## src/rtl/fifo_write_arbiter_if.sv

```systemverilog
// Handshake bundle between N_REQ producers, the write arbiter and the FIFO write port.
// grant_count exists only when FIFO_ARB_GRANT_CNT_EN is defined.
interface fifo_write_arbiter_if #(
  parameter int N_REQ = 4,
  parameter int WIDTH = 8
);
  logic [N_REQ-1:0]         req_valid;
  logic [N_REQ*WIDTH-1:0]   req_data;
  logic [N_REQ-1:0]         req_ready;
  logic                     fifo_full;
  logic                     fifo_write_en;
  logic [WIDTH-1:0]         fifo_data_in;
  logic [$clog2(N_REQ)-1:0] grant_id;
  logic                     busy;
`ifdef FIFO_ARB_GRANT_CNT_EN
  logic [N_REQ*16-1:0]      grant_count;

  modport slave (
    input  req_valid, req_data, fifo_full,
    output req_ready, fifo_write_en, fifo_data_in, grant_id, busy, grant_count
  );
  modport master (
    output req_valid, req_data, fifo_full,
    input  req_ready, fifo_write_en, fifo_data_in, grant_id, busy, grant_count
  );
`else
  modport slave (
    input  req_valid, req_data, fifo_full,
    output req_ready, fifo_write_en, fifo_data_in, grant_id, busy
  );
  modport master (
    output req_valid, req_data, fifo_full,
    input  req_ready, fifo_write_en, fifo_data_in, grant_id, busy
  );
`endif
endinterface

```

## src/rtl/fifo_write_arbiter.sv

```systemverilog
// Round-robin arbiter sharing one FIFO write port among N_REQ valid/ready producers.
// Optional per-requester beat counters are enabled by defining FIFO_ARB_GRANT_CNT_EN.
module fifo_write_arbiter #(
  parameter int N_REQ     = 4,
  parameter int WIDTH     = 8,
  parameter int MAX_BURST = 4
) (
  input logic                clk,
  input logic                reset,
  fifo_write_arbiter_if.slave bus
);
  localparam int IDW  = $clog2(N_REQ);
  localparam int CNTW = $clog2(MAX_BURST) + 1;

  typedef enum logic {IDLE, GRANT} state_t;

  state_t           state_reg;
  logic [IDW-1:0]   grant_id_reg;
  logic [CNTW-1:0]  beat_cnt_reg;

  logic [WIDTH-1:0] data_arr [N_REQ];
  logic [N_REQ-1:0] cand;
  logic             cur_valid;
  logic             beat;
  logic             last_beat;
  logic             release_now;
  logic             sel_found;
  logic [IDW-1:0]   sel_id;

  // The current holder is excluded from the candidates while granted, which makes a
  // lone requester at a full-burst release fall back to IDLE for one bubble cycle.
  for (genvar gi = 0; gi < N_REQ; gi++) begin : g_lane
    assign data_arr[gi]      = bus.req_data[gi*WIDTH +: WIDTH];
    assign cand[gi]          = bus.req_valid[gi] &&
                               !(state_reg == GRANT && grant_id_reg == IDW'(gi));
    assign bus.req_ready[gi] = (state_reg == GRANT) && (grant_id_reg == IDW'(gi)) &&
                               !bus.fifo_full;
  end

  assign cur_valid   = bus.req_valid[grant_id_reg];
  assign beat        = (state_reg == GRANT) && cur_valid && !bus.fifo_full;
  assign last_beat   = beat && (beat_cnt_reg == CNTW'(MAX_BURST - 1));
  assign release_now = (state_reg == GRANT) && (last_beat || !cur_valid);

  // Search upward from grant_id+1 with wrap: indices above the holder first, then the rest.
  always_comb begin
    sel_found = 1'b0;
    sel_id    = grant_id_reg;
    for (int j = 0; j < N_REQ; j++) begin
      if (!sel_found && cand[j] && (j > int'(grant_id_reg))) begin
        sel_found = 1'b1;
        sel_id    = IDW'(j);
      end
    end
    for (int j = 0; j < N_REQ; j++) begin
      if (!sel_found && cand[j] && (j <= int'(grant_id_reg))) begin
        sel_found = 1'b1;
        sel_id    = IDW'(j);
      end
    end
  end

  always_ff @(posedge clk or posedge reset) begin
    if (reset) begin
      state_reg    <= IDLE;
      grant_id_reg <= IDW'(N_REQ - 1);
      beat_cnt_reg <= '0;
    end else begin
      case (state_reg)
        IDLE: begin
          if (sel_found) begin
            state_reg    <= GRANT;
            grant_id_reg <= sel_id;
            beat_cnt_reg <= '0;
          end
        end
        GRANT: begin
          if (beat) begin
            beat_cnt_reg <= beat_cnt_reg + 1'b1;
          end
          if (release_now) begin
            if (sel_found) begin
              grant_id_reg <= sel_id;
              beat_cnt_reg <= '0;
            end else begin
              state_reg <= IDLE;
            end
          end
        end
        default: state_reg <= IDLE;
      endcase
    end
  end

  assign bus.busy          = (state_reg == GRANT);
  assign bus.grant_id      = grant_id_reg;
  assign bus.fifo_write_en = beat;
  assign bus.fifo_data_in  = (state_reg == GRANT) ? data_arr[grant_id_reg] : '0;

`ifdef FIFO_ARB_GRANT_CNT_EN
  for (genvar gi = 0; gi < N_REQ; gi++) begin : g_cnt
    logic [15:0] cnt_reg;
    always_ff @(posedge clk or posedge reset) begin
      if (reset) begin
        cnt_reg <= '0;
      end else if (beat && grant_id_reg == IDW'(gi) && cnt_reg != 16'hFFFF) begin
        cnt_reg <= cnt_reg + 16'd1;
      end
    end
    assign bus.grant_count[gi*16 +: 16] = cnt_reg;
  end
`endif

endmodule

```

## src/flat_wrapper.sv

```systemverilog
// flat-port wrapper written by rule: the top's interface ports become plain ports
module fifo_write_arbiter_flat 
#(
  parameter int N_REQ     = 4,
  parameter int WIDTH     = 8,
  parameter int MAX_BURST = 4
)
  (clk, reset, bus_req_valid, bus_req_data, bus_fifo_full, bus_req_ready, bus_fifo_write_en, bus_fifo_data_in, bus_grant_id, bus_busy);
  fifo_write_arbiter_if #(.N_REQ(N_REQ), .WIDTH(WIDTH)) bus_i ();
  input logic clk;
  input logic reset;
  input wire logic [$bits(bus_i.req_valid)-1:0] bus_req_valid;
  input wire logic [$bits(bus_i.req_data)-1:0] bus_req_data;
  input wire logic [$bits(bus_i.fifo_full)-1:0] bus_fifo_full;
  output wire logic [$bits(bus_i.req_ready)-1:0] bus_req_ready;
  output wire logic [$bits(bus_i.fifo_write_en)-1:0] bus_fifo_write_en;
  output wire logic [$bits(bus_i.fifo_data_in)-1:0] bus_fifo_data_in;
  output wire logic [$bits(bus_i.grant_id)-1:0] bus_grant_id;
  output wire logic [$bits(bus_i.busy)-1:0] bus_busy;
  assign bus_i.req_valid = bus_req_valid;
  assign bus_i.req_data = bus_req_data;
  assign bus_i.fifo_full = bus_fifo_full;
  assign bus_req_ready = bus_i.req_ready;
  assign bus_fifo_write_en = bus_i.fifo_write_en;
  assign bus_fifo_data_in = bus_i.fifo_data_in;
  assign bus_grant_id = bus_i.grant_id;
  assign bus_busy = bus_i.busy;
  fifo_write_arbiter #(.N_REQ(N_REQ), .WIDTH(WIDTH), .MAX_BURST(MAX_BURST)) u_core (.clk(clk), .reset(reset), .bus(bus_i));
endmodule
```

## config.mk

```make
export PLATFORM = sky130hd
export DESIGN_NAME = fifo_write_arbiter_flat
export DESIGN_NICKNAME = d
export VERILOG_FILES = /design/src/rtl/fifo_write_arbiter_if.sv /design/src/rtl/fifo_write_arbiter.sv /design/src/flat_wrapper.sv
export SDC_FILE = /design/constraint.sdc
export NUM_CORES = 1
export LEC_CHECK = 0
export ABC_AREA = 1
export BUFFER_PORTS_ARGS = -buffer_cell sky130_fd_sc_hd__buf_2
export CORE_MARGIN = 2
export CORE_UTILIZATION = 37
export CTS_BUF_LIST = sky130_fd_sc_hd__clkbuf_4 sky130_fd_sc_hd__clkbuf_8 sky130_fd_sc_hd__clkbuf_16
export CTS_CLUSTER_SIZE = 14
export DETAILED_ROUTE_END_ITERATION = 10
export PLACE_DENSITY_LB_ADDON = 0.1
export SETUP_SLACK_MARGIN = 0.1
export SYNTH_ARGS = -nofsm -noshare
export SYNTH_HDL_FRONTEND = slang
export SYNTH_SLANG_ARGS = --single-unit
export TNS_END_PERCENT = 100
```

## constraint.sdc

```tcl
create_clock -name clk -period 1.5 [get_ports clk]
set_input_delay 0 -clock clk [delete_from_list [all_inputs] [get_ports clk]]
set_output_delay 0 -clock clk [all_outputs]
set_load 0.02 [all_outputs]
```

==> results.py, run 1 <==
metrics = {
    "timing": {
        "worst_slack_ns": -0.168,
        "setup_viol": 15,
        "period_minus_slack_ns": 1.67,
        "tightest_slew_ns": 0.275,
        "drv_slew": 0,
        "max_freq_mhz": 600,
        "final_hold_viol_count": 0,
        "finClkSkew_ns": 0.00419,
        "relSlewSlack": 0.815,
        "holdWs_ns": 0.215,
        "rsz0062_at_grt": "yes",
        "min_period_over_period": 1.11,
    },
    "yosys": {
        "ys_warn_count": 0,
        "synthSimpleGateAreaFrac": 0.528,
        "synthAdderAreaFrac": 0.0306,
        "syn-num-nets": 166,
        "ys_types": 26,
        "synth_xor_area_frac": 0,
        "syn_avg_cell_area_um2": 6.54,
        "ys_seq_elements": 6,
        "synth_area_leaders": "nand2_1 (18%), dfrtp_1 (12%), nand3_1 (8.6%)",
        "synth_compound_area_frac": 0.159,
        "synth_top_family_by_area": "simple AND/OR/NAND/NOR gates",
        "yosysSeqAreaShare": 0.187,
        "synth_top_area_cell": "nand2_1",
        "synth_top_area_frac": 0.184,
        "synth_area_um2": 817,
        "synthCells": 125,
        "synth_mux_area_frac": 0,
    },
    "grt": {
        "first_global_vias": 982,
        "grt-ovfl-total": 0,
        "grt_pass1_wl_um": 4180,
        "antenna_found_initial": 0,
        "grtUsageTotal": 0.208,
        "grt_max_degree": 10,
    },
    "critical_path": {
        "crit_required_ns": 1.50,
        "cpMostUsedCell": "buf_6",
        "cp.arrival_ns": 1.67,
        "crit_slowest_cell": "dfstp_2",
        "r2r.worst_path.cells": 9,
        "r2r-start": "u_core.bus.grant_id[0]$_DFFE_PP1P_",
        "crit_chain": "buf_12, buf_6, buf_6, nand3_1, a31oi_1, buf_4",
        "crit_cells": 6,
        "endpoint_kind": "output pin",
        "crit_type": "reg -> out",
        "ff2ff_setup_slack_ns": -0.08,
        "cp-start-kind": "flop",
        "cp_top_family": "flip-flops",
        "worst-path-buf-inv": 4,
        "r2r-end": "u_core.beat_cnt_reg[1]$_DFFE_PP0P_",
        "path_max_fanout": 5,
        "slowest_delay_ns": 0.61,
    },
    "hold_path": {
        "hold-path-cell-count": 5,
        "min_path_type": "in -> reg",
        "hp-start": "bus_req_valid[1]",
        "min_to": "u_core.bus.grant_id[0]$_DFFE_PP1P_",
    },
    "detailed_routing": {
        "viasPerCell": 4.99,
        "ant_nets": 0,
        "totalWireLength_um": 2810,
        "drc": 0,
        "firstDrtPassIters": 4,
        "vias": 1133,
        "drt_iter0_drc": 15,
        "wire_per_inst_um": 12.4,
    },
    "pwr": {
        "switchingPower_mw": 1.54,
        "pwr-share-comb": 0.830,
        "seq_power_share": 0.111,
        "switching_share": 0.512,
        "ir_drop_mv": 1.39,
        "total_power_mw": 3.01,
        "p_leak_nw": 0.757,
        "pwr-share-clk": 0.059,
        "internal_power_mw": 1.47,
        "p_per_area_mw_per_mm2": 2130,
    },
    "placed_design": {
        "numPortBuffers": 54,
        "place_congestion": 0.886,
        "dp_slack_ns": -0.0719,
        "place_hpwl_um": 2040,
    },
    "final_layout": {
        "seq_area_um2": 153,
        "layout-drive-gt1-share": 0.583,
        "multi_input_area_um2": 666,
        "syn_to_final_growth_pct": 73.2,
        "fin_nets": 241,
        "largest_reg_flops": 3,
        "final_util": 0.659,
        "nFillCells": 198,
        "antenna_cells": 0,
    },
    "outcome": {
        "status": "finished, violations left",
        "violations": "setup timing",
    },
    "cts": {
        "cts.sinks": 6,
        "htree_levels": 1,
        "cts_root_buf": "clkbuf_4",
        "cts_buffers": 3,
        "insertion_delay_ns": 0.24,
        "clockBufferDepth": 2,
        "cts_tree": "built",
        "clk_pin_slew_worst_paths_ns": 0.04,
    },
    "job": {
        "max_cap_viol_count": 0,
    },
    "die": {
        "die-area_mm2": 0.00260,
        "start_util": 0.380,
        "coreArea_mm2": 0.00215,
        "ios": 55,
        "die_w_um": 51.0,
        "fp.dieH_um": 51.0,
        "num_rows": 17,
    },
}
==> layout by cell type (no fill, tap or decap), types with 4 or more instances in the layout <==
master and instances:
buf_2 45, nand2_1 32, buf_4 22, nand2_2 11, nand3_1 10, a31oi_1 8, a22oi_1 7, inv_1 6
nand3_2 6, nor2_1 6, buf_6 6, nor2_4 5, nand2_4 5, inv_2 4, clkbuf_4 4, dfrtp_1 4
==> cells by family (layout without fill, tap and decap cells) <==
family	count (synthesis)	in the layout
buf+inv	16	90
fa+ha+maj	2	2
compound gates	20	20
flops	6	6
simple gates	81	81
==> per-layer routing <==
layer | GRT usage | vias to the layer above | wire length [µm]
met5 | 0 | - | 0
met4 | 0.0495 | 0 | 0
met3 | 0.0351 | 0 | 117
met2 | 0.346 | 32 | 1440
met1 | 0.277 | 521 | 1260
li1 | - | 580 | -
==> worst max path at each step <==
stage,start,end,slack [ns]
2_1_floorplan,u_core.bus.grant_id[1]$_DFFE_PP1P_,u_core.beat_cnt_reg[1]$_DFFE_PP0P_,-0.08
4_1_cts,u_core.bus.grant_id[1]$_DFFE_PP1P_,bus_fifo_data_in[0],-0.06
5_1_grt,u_core.bus.grant_id[0]$_DFFE_PP1P_,bus_fifo_data_in[7],-0.22
6_report,u_core.bus.grant_id[0]$_DFFE_PP1P_,bus_fifo_data_in[7],-0.17
3_3_place_gp,u_core.bus.grant_id[1]$_DFFE_PP1P_,u_core.bus.grant_id[0]$_DFFE_PP1P_,-0.04
3_5_place_dp,u_core.bus.grant_id[0]$_DFFE_PP1P_,u_core.bus.grant_id[0]$_DFFE_PP1P_,-0.07
==> area by class of cell <==
| type | instances | share of cell area |
|---|---|---|
| multi-input cells | 103 | 0.470 |
| clock buffers | 4 | 0.0212 |
| inverters | 11 | 0.0309 |
| flip-flops and latches | 6 | 0.108 |
| well taps | 28 | 0.0248 |
| repair buffers | 75 | 0.345 |
==> stage by stage <==
stage / cells / TNS (ns) / instance area [µm²]
3_3_place_gp: 213 / -0.151 / 1170
4_1_cts: 223 / -0.552 / 1300
2_1_floorplan: 125 / -0.238 / 822
5_1_grt: 227 / -2.11 / 1420
6_report: 227 / -0.927 / 1420
3_5_place_dp: 213 / -0.276 / 1170
==> tightest hold or removal path, stage by stage <==
cell,delay (ns)
buf_2,0.15
nand2_4,0.10
a21oi_1,0.09
nand2_1,0.07
nand2_1,0.04
==> what timing repair did <==
action                     4_1_cts  5_1_grt
buffers inserted                 5        4
cloned                           0        0
hold endpoints to repair         6        0
pin swaps                        6       17
setup endpoints to repair       16       17
hold buffers                     1        0
gates resized for setup         14       21
==> Yosys cell counts (all sizes together) <==
| cell type | number |
|---|---|
| nand4 | 4 |
| nor2 | 11 |
| nand3 | 16 |
| ha | 2 |
| nand2 | 48 |
| a22oi | 8 |
| o21ai | 2 |
| inv | 11 |
| a21oi | 2 |
| dfrtp | 4 |
| or2 | 1 |
| buf | 4 |
| a31oi | 8 |
| dfstp | 2 |
| nor3 | 1 |
| clkbuf | 1 |
==> power groups by stage <==
stage | sequential, mW | combinational (mW) | clock [mW]
after floorplan | 0.364 | 1.33 | 0
after global placement | 0.325 | 1.93 | 0
after detailed placement | 0.326 | 1.96 | 0
after CTS | 0.336 | 2.19 | 0.183
after global routing | 0.343 | 2.70 | 0.192
final | 0.336 | 2.50 | 0.177
Power figures use the tool's default switching activity.
==> inputs of run 2 (changes only) <==
Settings changed: SKIP_CTS_REPAIR_TIMING set to 1.
==> results.py, run 2 (synthesis results as in run 1) <==
metrics = {
    "outcome": {
        "status": "finished, violations left",
        "violations": "setup timing",
    },
    "die": {
        "ios": 55,
        "coreArea_mm2": 0.00215,
        "die_w_um": 51.0,
        "die-area_mm2": 0.00260,
        "fp.dieH_um": 51.0,
        "num_rows": 17,
        "start_util": 0.380,
    },
    "grt": {
        "grt_pass1_wl_um": 3880,
        "first_global_vias": 905,
        "grt_max_degree": 10,
        "grtUsageTotal": 0.191,
        "grt-ovfl-total": 0,
        "antenna_found_initial": 0,
    },
    "final_layout": {
        "largest_reg_flops": 3,
        "syn_to_final_growth_pct": 61.9,
        "antenna_cells": 0,
        "final_common_cell": "buf_2",
        "layout_common_cells": "buf_2 (45), nand2_1 (36), buf_4 (21)",
        "final_util": 0.616,
        "fin_nets": 237,
        "final_area_mm2": 0.00132,
        "layout-drive-gt1-share": 0.533,
    },
    "pwr": {
        "ir_drop_mv": 1.62,
        "p_leak_nw": 0.710,
        "p_per_area_mw_per_mm2": 2100,
    },
    "critical_path": {
        "crit_type": "reg -> out",
        "endpoint_kind": "output pin",
        "cp-start-kind": "flop",
        "r2r.worst_path.cells": 9,
        "crit_required_ns": 1.50,
        "path_max_fanout": 8,
        "cp.arrival_ns": 1.62,
    },
    "timing": {
        "setup_viol": 14,
        "min_period_over_period": 1.08,
        "holdWs_ns": 0.190,
        "final_hold_viol_count": 0,
        "tightest_slew_ns": 0.270,
        "relSlewSlack": 0.819,
        "drv_slew": 0,
        "finClkSkew_ns": 0.00314,
        "max_freq_mhz": 619,
        "rsz0062_at_grt": "yes",
        "period_minus_slack_ns": 1.62,
        "worst_slack_ns": -0.115,
    },
    "hold_path": {
        "hold-path-cell-count": 5,
        "min_path_type": "in -> reg",
    },
    "placed_design": {
        "place_hpwl_um": 2040,
        "dp_slack_ns": -0.0719,
        "numPortBuffers": 54,
        "place_congestion": 0.886,
        "placed_area_mm2": 0.00117,
    },
    "cts": {
        "cts.sinks": 6,
        "cts_buffers": 3,
        "cts_root_buf": "clkbuf_4",
        "cts_tree": "built",
        "htree_levels": 1,
        "clk_pin_slew_worst_paths_ns": 0.04,
        "clockBufferDepth": 2,
        "insertion_delay_ns": 0.24,
    },
    "detailed_routing": {
        "drt_iter0_drc": 26,
        "ant_nets": 0,
        "vias": 1096,
        "viasPerCell": 4.91,
        "firstDrtPassIters": 4,
        "wire_per_inst_um": 11.7,
        "totalWireLength_um": 2600,
        "drc": 0,
    },
    "job": {
        "max_cap_viol_count": 0,
    },
}
run 2: cell types whose count changed in the layout (fill, tap and decap cells not counted), moves of 2 or more:
cell,previous run,this run
nand3_1,10,14
nand2_1,32,36
nand3_2,6,2
nand2_2,11,9
nand2_4,5,3
buf_6,6,4
run 2: final cells by class:
class / instances / area [µm²]
Tap cell: 28 / 35.0
Fill cell: 207 / 826
Multi-Input combinational cell: 103 / 623
Clock buffer: 4 / 30.0
Timing Repair Buffer: 71 / 438
Sequential cell: 6 / 153
Inverter: 11 / 43.8
run 2: worst paths after layout:
kind                                               startpoint                                  to  slack (ns)
max                        u_core.bus.grant_id[1]$_DFFE_PP1P_                 bus_fifo_data_in[1]       -0.12
min                                          bus_req_valid[1]  u_core.bus.grant_id[0]$_DFFE_PP1P_        0.19
max reg2reg                u_core.bus.grant_id[1]$_DFFE_PP1P_  u_core.bus.grant_id[0]$_DFFE_PP1P_       -0.05
min reg2reg                u_core.beat_cnt_reg[2]$_DFFE_PP0P_  u_core.beat_cnt_reg[2]$_DFFE_PP0P_        0.48
max in group asynchronous                               reset  u_core.bus.grant_id[0]$_DFFE_PP1P_        1.02
min in group asynchronous                               reset           u_core.bus.busy$_DFF_PP0_        0.22
run 2: power by group:
| part | switching, mW | internal [mW] |
|---|---|---|
| logic | 1.29 | 0.970 |
| clock network | 0.0597 | 0.119 |
| registers | 0.0985 | 0.243 |
| total | 1.44 | 1.33 |
run 2: worst max-delay path, stage by stage (launching register included):
cell,delay (ns)
dfstp_2,0.62
inv_4,0.07
nor2_4,0.13
buf_6,0.14
nand2_2,0.06
a31oi_2,0.18
buf_4,0.17
run 2: stage by stage:
stage | total power, mW | TNS, ns | std cells
after global placement | 2.25 | -0.151 | 213
after detailed placement | 2.28 | -0.276 | 213
final | 2.78 | -1.01 | 223
after CTS | 2.47 | -1.03 | 217
after global routing | 2.99 | -2.29 | 223
after floorplan | 1.69 | -0.238 | 125
run 2: per-layer routing:
layer	part of all wire	up-vias	track usage
li1	-	569	-
met1	0.44	490	0.256
met2	0.51	37	0.318
met3	0.048	0	0.0322
met4	0	0	0.0450
met5	0	-	0
